### src/rtl/load_store_unit.sv
// load_store_unit
//   Handshaked load/store unit sitting between the MEM stage and a
//   req/gnt/rvalid data memory port. One access in flight at a time.
//   Generates byte enables and lane-replicated store data for word,
//   halfword and byte accesses; extracts and sign/zero-extends load data;
//   rejects misaligned accesses without touching the bus.
//
// Ports
//   clk_i, rst_i           clock, synchronous active-high reset
//   data_req_o/gnt_i       bus request (held until grant) / grant
//   data_rvalid_i          bus response (load data or store completion)
//   data_addr_o            word-aligned bus address
//   data_we_o, data_be_o   store flag, byte enables
//   data_wdata_o           lane-replicated store data
//   data_rdata_i           raw bus read data
//   mem_req_i, mem_we_i    MEM-stage request and store flag
//   mem_data_type_i        00 word, 01 half, 10 byte, 11 treated as word
//   mem_sign_ext_i         sign-extend sub-word loads
//   mem_wdata_i            right-aligned store data
//   mem_addr_i             byte address
//   mem_rdata_o            extended load data, held until next load completes
//   mem_rvalid_o           one-cycle completion pulse
//   mem_busy_o             access in flight; pipeline must hold
//   mem_misaligned_o       one-cycle misaligned-reject pulse
module load_store_unit #(
  parameter int ADDR_WIDTH = 32,
  parameter int DATA_WIDTH = 32
) (
  input  logic                  clk_i,
  input  logic                  rst_i,
  output logic                  data_req_o,
  input  logic                  data_gnt_i,
  input  logic                  data_rvalid_i,
  output logic [ADDR_WIDTH-1:0] data_addr_o,
  output logic                  data_we_o,
  output logic [3:0]            data_be_o,
  output logic [DATA_WIDTH-1:0] data_wdata_o,
  input  logic [DATA_WIDTH-1:0] data_rdata_i,
  input  logic                  mem_req_i,
  input  logic                  mem_we_i,
  input  logic [1:0]            mem_data_type_i,
  input  logic                  mem_sign_ext_i,
  input  logic [DATA_WIDTH-1:0] mem_wdata_i,
  input  logic [ADDR_WIDTH-1:0] mem_addr_i,
  output logic [DATA_WIDTH-1:0] mem_rdata_o,
  output logic                  mem_rvalid_o,
  output logic                  mem_busy_o,
  output logic                  mem_misaligned_o
);

  // Lane logic below is written for a 32-bit bus only.
  if (DATA_WIDTH != 32) begin : g_width_check
    $error("load_store_unit: DATA_WIDTH must be 32");
  end

  typedef enum logic [1:0] {
    IDLE    = 2'b00,
    REQ     = 2'b01,
    WAIT_RV = 2'b10
  } state_e;

  state_e                state_q, state_d;
  logic [ADDR_WIDTH-1:0] addr_q, addr_d;
  logic                  we_q, we_d;
  logic [3:0]            be_q, be_d;
  logic [DATA_WIDTH-1:0] wdata_q, wdata_d;
  logic [1:0]            type_q, type_d;
  logic                  sign_q, sign_d;
  logic [1:0]            off_q, off_d;
  logic [DATA_WIDTH-1:0] rdata_q, rdata_d;
  logic                  rvalid_q, rvalid_d;
  logic                  misal_q, misal_d;

  logic [3:0]            be_s;
  logic [DATA_WIDTH-1:0] wdata_s;
  logic                  misal_s;
  logic [7:0]            byte_s;
  logic [15:0]           half_s;
  logic [DATA_WIDTH-1:0] load_data_s;

  // Request decode: byte enables, lane replication and alignment check.
  always_comb begin
    be_s    = 4'b1111;
    wdata_s = mem_wdata_i;
    misal_s = 1'b0;
    case (mem_data_type_i)
      2'b01: begin
        be_s    = mem_addr_i[1] ? 4'b1100 : 4'b0011;
        wdata_s = {2{mem_wdata_i[15:0]}};
        misal_s = mem_addr_i[0];
      end
      2'b10: begin
        be_s    = 4'b0001 << mem_addr_i[1:0];
        wdata_s = {4{mem_wdata_i[7:0]}};
        misal_s = 1'b0;
      end
      default: begin
        be_s    = 4'b1111;
        wdata_s = mem_wdata_i;
        misal_s = |mem_addr_i[1:0];
      end
    endcase
  end

  // Load extraction from the registered offset/type and sign/zero extension.
  always_comb begin
    case (off_q)
      2'd0:    byte_s = data_rdata_i[7:0];
      2'd1:    byte_s = data_rdata_i[15:8];
      2'd2:    byte_s = data_rdata_i[23:16];
      default: byte_s = data_rdata_i[31:24];
    endcase
    half_s = off_q[1] ? data_rdata_i[31:16] : data_rdata_i[15:0];
    case (type_q)
      2'b01:   load_data_s = {{16{sign_q & half_s[15]}}, half_s};
      2'b10:   load_data_s = {{24{sign_q & byte_s[7]}}, byte_s};
      default: load_data_s = data_rdata_i;
    endcase
  end

  // Next-state and next-register logic of the access FSM.
  always_comb begin
    state_d  = state_q;
    addr_d   = addr_q;
    we_d     = we_q;
    be_d     = be_q;
    wdata_d  = wdata_q;
    type_d   = type_q;
    sign_d   = sign_q;
    off_d    = off_q;
    rdata_d  = rdata_q;
    rvalid_d = 1'b0;
    misal_d  = 1'b0;
    case (state_q)
      IDLE: begin
        if (mem_req_i && misal_s) begin
          misal_d = 1'b1;
          state_d = IDLE;
        end else if (mem_req_i) begin
          addr_d  = {mem_addr_i[ADDR_WIDTH-1:2], 2'b00};
          we_d    = mem_we_i;
          be_d    = be_s;
          wdata_d = wdata_s;
          type_d  = mem_data_type_i;
          sign_d  = mem_sign_ext_i;
          off_d   = mem_addr_i[1:0];
          state_d = REQ;
        end else begin
          state_d = IDLE;
        end
      end
      REQ: begin
        // rvalid here would be a protocol violation and is ignored.
        if (data_gnt_i) begin
          state_d = WAIT_RV;
        end else begin
          state_d = REQ;
        end
      end
      WAIT_RV: begin
        if (data_rvalid_i) begin
          rvalid_d = 1'b1;
          state_d  = IDLE;
          if (!we_q) begin
            rdata_d = load_data_s;
          end else begin
            rdata_d = rdata_q;
          end
        end else begin
          state_d = WAIT_RV;
        end
      end
      default: begin
        state_d = IDLE;
      end
    endcase
  end

  // State and datapath registers with synchronous reset.
  always_ff @(posedge clk_i) begin
    if (rst_i) begin
      state_q  <= IDLE;
      addr_q   <= '0;
      we_q     <= 1'b0;
      be_q     <= 4'b0000;
      wdata_q  <= '0;
      type_q   <= 2'b00;
      sign_q   <= 1'b0;
      off_q    <= 2'b00;
      rdata_q  <= '0;
      rvalid_q <= 1'b0;
      misal_q  <= 1'b0;
    end else begin
      state_q  <= state_d;
      addr_q   <= addr_d;
      we_q     <= we_d;
      be_q     <= be_d;
      wdata_q  <= wdata_d;
      type_q   <= type_d;
      sign_q   <= sign_d;
      off_q    <= off_d;
      rdata_q  <= rdata_d;
      rvalid_q <= rvalid_d;
      misal_q  <= misal_d;
    end
  end

  assign data_req_o       = (state_q == REQ);
  assign mem_busy_o       = (state_q != IDLE);
  assign data_addr_o      = addr_q;
  assign data_we_o        = we_q;
  assign data_be_o        = be_q;
  assign data_wdata_o     = wdata_q;
  assign mem_rdata_o      = rdata_q;
  assign mem_rvalid_o     = rvalid_q;
  assign mem_misaligned_o = misal_q;

endmodule

### config.mk
export PLATFORM = sky130hd
export DESIGN_NAME = load_store_unit
export DESIGN_NICKNAME = d
export VERILOG_FILES = /design/src/rtl/load_store_unit.sv
export SDC_FILE = /design/constraint.sdc
export NUM_CORES = 1
export LEC_CHECK = 0
export ABC_CLOCK_PERIOD_IN_PS = 5400
export BUFFER_PORTS_ARGS = -buffer_cell sky130_fd_sc_hd__buf_4
export CAP_MARGIN = 20
export CORE_MARGIN = 2
export CORE_UTILIZATION = 35
export CTS_CLUSTER_DIAMETER = 60
export DETAILED_ROUTE_END_ITERATION = 7
export PLACE_DENSITY = 0.74
export REMOVE_ABC_BUFFERS = 1
export SYNTH_ARGS = -nofsm -noshare
export SYNTH_HDL_FRONTEND = slang
export SYNTH_SLANG_ARGS = --single-unit
### constraint.sdc
create_clock -name clk_i -period 5.4 [get_ports clk_i]
set_clock_uncertainty 0.15 [all_clocks]
set_input_delay 1.62 -clock clk_i [delete_from_list [all_inputs] [get_ports clk_i]]
set_output_delay 1.62 -clock clk_i [all_outputs]
set_load 0.05 [all_outputs]
======== Word-level counts from Yosys, hierarchy flattened ========
Cells that the tools add are included.
cells by class
  multiply operators ...................... 0
  reduce and logical (&&, ||, !) cells .... 9
  multiplexer cells ....................... 14
  bitwise operators ....................... 6
  add/sub/neg operators ................... 0
  shifts and indexed selects .............. 1
  order comparisons ....................... 0
  equal/unequal tests ..................... 8
  div/mod/pow operators ................... 0
operators with widths
  kind                                                  count
  one-hot mux 32 bit (2 select lines)                   2
  one-hot mux 8 bit (3 select lines)                    1
  two-way mux 16 bit                                    1
  equality test 2 x 1 -> 1 bit (second input constant)  4
  equality test 2 bit (second input constant)           4
  one-hot mux 4 bit (2 select lines)                    1
  one-hot mux 2 bit (3 select lines)                    1
  AND reduction 3 bit                                   2
  OR reduction 2 bit                                    3
  zero test 2 bit                                       2
  two-way mux 1 bit                                     4
  two-way mux 2 bit                                     2
  two-way mux 4 bit                                     1
  inverter 1 bit                                        4
  << shifter 1 x 2 -> 4 bit (first input constant)      1
  bitwise AND 1 bit                                     2
  one-hot mux 1 bit (2 select lines)                    1
  nonzero test 2 bit                                    1
  logical AND 1 bit                                     1
storage, ports and cells
  output and inout bits ................... 105
  memories ................................ 0
  bits in latches ......................... 0
  register bits ........................... 108
  bits in writable memories ............... 0
  logic and storage cells ................. 49
  bits in read-only memories .............. 0

======== Depth between registers and ports, before layout ========
  depth after elaboration ................. 5
  depth in mapped cells ................... 10
  depth with buffers taken out ............ 6

======== Least setup slack after synthesis ========
Ideal clock, no wire load.
  path kind ............................... input-to-reg
  from .................................... in mem_data_type_i[0]
  to ...................................... reg wdata_q[21] (netlist: data_wdata_o[21])
  data required time ...................... 5118 ps
  arrival time ............................ 2925 ps
  stages .................................. 9
  path slack .............................. 2193 ps
  library setup time ...................... 132 ps
  buffers on the path ..................... 3
  cells stage by stage .................... inv_1 ha_1 buf_2 nand2_1 nand3_1 buf_2 clkbuf_1 a211oi_1 nor3_1
between the ends
  longest elaborated chain between the ends .. 5
RTL lines
  element                                                                     RTL line  source
  from (decl)                                                                 41        input logic [1:0] mem_data_type_i,
  equality test 2 bit / equality test 2 x 1 -> 1 bit (equally long branches)  86        case (mem_data_type_i)
  one-hot mux 1 bit (2 select lines)                                          86
  logical AND 1 bit                                                           136       if (mem_req_i && misal_s) begin
  inverter 1 bit (no line)                                                    --
  AND reduction 3 bit (no line)                                               --
  to (signal assigned)                                                        198       wdata_q <= wdata_d;
  to (decl)                                                                   66        logic [DATA_WIDTH-1:0] wdata_q, wdata_d;
Parallel ways exist; a longest one is shown, timed or not.
A chain may end at the register's enable or synchronous reset.

======== Final worst setup path ========
  from .................................... in mem_data_type_i[0]
  to ...................................... reg wdata_q[18] (netlist: data_wdata_o[18])
The elaborated chain is that of the path after synthesis.

==> results.md <==
- Mapped Area: 4750 sq um
- YS warnings: 0
- GPL Wtd Cong: 0.779
- Worst Tran Pin Value: 889 ps
- DIE AREA: between 10,000 and 15,000 sq um
- Syn_area_per_cell: 7.97 sq um
- Clk root buf: clkbuf_16
- Reg2Reg Setup Slack: 2840 ps
- Initial antenna violation count: 0
- Register area share after synthesis: 45.5%
- CP Capture Type: register
- Clk_lat worst skew: about 350 ps
- CP Buf/Inv Count: 2
- Crit-path max cell delay: 570 ps
- Arr. time, crit path: 3870 ps
- Vias in the first global route: 4,468
- Share of cells above drive strength 1: 31.3%
- Sink Count: approximately 110
- Top cell family by delay on the critical path: compound AO/OA/AOI/OAI gates
- Crit-path slowest cell: nand3_2
- FF-to-FF End: data_wdata_o[18]
- Final Hold Viols: 0
- Area growth syn-to-layout: 39.8%
- # fillers: around 1,300
- Unrepaired setup endpoints after global routing: false
- Antenna diode count: 0
- Via/cell ratio: 5.09
- Total Wirelength: 14.3 mm
- Utilization after layout: 50.2%
- TritonCTS clock tree: done
- Final Critical Period: 3830 ps
- Row cnt: 42
- H-Tree Depth: 3
- Max_slew headroom: 40.7%
- First-pass GRT wire length: ~22 mm
- # IOs: 210
- Initial core utilization: 35.9%
- Detail Route Antenna Nets: 0
- PwrDens: 303 nW/um^2
- Post-CTS Hold Fix Bufs: 0
- Total grt overflow: 0
- Nets: about 870
- CP required: ~5500 ps
- # setup viols final: 0
- Largest net degree at the start of global routing: 83
- CP Cell Sequence: buf_4 -> ha_1 -> o21ai_1 -> nand3_2 -> buf_12 -> a211oi_1 -> nor3_1
- PortBufs: 207
- WHS Endpoint: data_addr_o[16]
- Die Height: roughly 120 microns
- Setup_tns: 0 ps
- VDD IR-drop max: ~170 uV
- Most frequent cells in the layout: buf_4 (211), nand2_1 (127), dfxtp_1 (108), nor2_1 (53), a21oi_1 (53)
- Cell count of the worst reg-to-reg path: 5
- Outcome: completed
- CP Max Fanout: 54
- Final HPWL DP: 10.1 mm
- Number of flops mapped to enable cells by yosys: 0
- Slew Limit Fails: 0
- Setup Buffers After CTS: 0
- Clock buffer count from CTS: 9
- Area of the multi-input gates: 2340 sq um
- Worst hold path depth: 2
- Initial DRT Pass Iterations: 4
- # DRC: 0
- GRT Overall Usage: 19.2%
- Async SR Flop Fraction: 0%
- Cell taking the most area after synthesis: dfxtp_1
- Crit Path Category: in -> reg
- Reg clk slew, reported paths: 70 ps
- Max Clk Rate: 261 MHz
- Clock Path Buffers: 2
- Resized cells post-CTS: 0
- Most common cell after layout, fill and taps aside: buf_4
- WL/cell: 15.1 microns
- Die W: 121 microns
- Hold crit path type: reg -> reg
- Synthesized flop and latch total: 108
- Largest cells by area after synthesis: dfxtp_1 (45%), nand2_1 (10%), a21oi_1 (5.6%)
- Reg-to-Reg Start: state_q[0]
- Synth Flop Type: dfxtp_1
- Post-synthesis cell count: 596
- Max-cap violations: 0
- Worst hold start: data_addr_o[16]
- Post-synthesis cell type count: 40
- Post-synth top area share: 45.5%
- Via count: 4,813
- Initial DRC count: 358
- Critical path startpoint category: primary input
- Register area: approximately 2200 sq um
- Core area: 13,200 sq um
- Final period util: a little over 70%
- P_leak: 2.73 nW
==> stage by stage <==
stage | cell area (sq um) | hold WS, ps | setup slack, ps | cells | power [mW]
6_report | 6640 | 305 | 1570 | 946 | 2.01
5_1_grt | 6640 | 329 | 1320 | 946 | 2.11
4_1_cts | 6640 | 307 | 1570 | 946 | 2.03
3_5_place_dp | 6360 | 298 | 1190 | 930 | 1.38
3_3_place_gp | 6360 | 289 | 1250 | 930 | 1.37
2_1_floorplan | 4510 | 297 | 515 | 542 | 1.18
==> final cells by class <==
class,instances,share of cell area [%]
clock inverters,5,0.791
repair buffers,212,24.1
multi-input cells,425,35.2
flip-flops and latches,108,32.5
well taps,176,3.32
clock buffers,11,3.50
inverters,9,0.509
==> power by group <==
part           leakage (nW)  internal, mW  total, mW  switching (mW)
Combinational          1.71         0.170      0.486           0.316
Clock                 0.139         0.358      0.654           0.296
Sequential            0.879         0.841      0.872          0.0308
==> worst max path at each step <==
stage,startpoint,endpoint,slack (ps),depth (start not counted)
after global routing,mem_data_type_i[0],data_wdata_o[18],1320,7
after detailed placement,mem_data_type_i[0],data_wdata_o[18],1190,7
after CTS,mem_data_type_i[0],data_wdata_o[17],1570,7
final,mem_data_type_i[0],data_wdata_o[18],1570,7
after global placement,mem_data_type_i[0],data_wdata_o[17],1250,7
after floorplan,data_rvalid_i,mem_rdata_o[16],520,4
==> cells in the mapped netlist, types with 8 or more instances <==
cell type / number
nor2b_1: 8
clkbuf_1: 34
o21ai_0: 49
buf_2: 11
nor3_1: 9
dfxtp_1: 108
inv_1: 9
nand3b_1: 16
a21oi_1: 53
nand2_1: 127
mux2_2: 8
nor2_1: 53
a211oi_1: 31
a221oi_1: 16
==> cell families after synthesis <==
logic type	count (synthesis)	synth area share (%)
DFF	108	45.5
other	1	0.0789
and+or+nand+nor	236	22.0
muxes	12	2.76
AOI/OAI and AO/OA	171	22.7
adders and majority gates	4	1.05
buffers and inverters	64	5.84
==> routing by layer <==
layer / up-vias / wire length, microns / global-route usage, %
li1: 2404 / - / -
met1: 2211 / 6120 / 23.8
met2: 183 / 6600 / 31.0
met3: 15 / 1310 / 6.46
met4: 0 / 227 / 6.98
met5: - / 0 / 0
==> sequential cells by signal (all words and copies together), names as in the netlist <==
name              flops
state_q               2
sign_q                1
mem_rdata_o          32
data_addr_o          30
data_wdata_o         32
data_we_o             1
type_q                2
mem_rvalid_o          1
mem_misaligned_o      1
off_q                 2
data_be_o             4
==> worst min-delay path, stage by stage, from the launching register on <==
cell     delay [ps]
dfxtp_1         310
nand2_1          50
a21oi_1          50
Power figures use the tool's default switching activity.
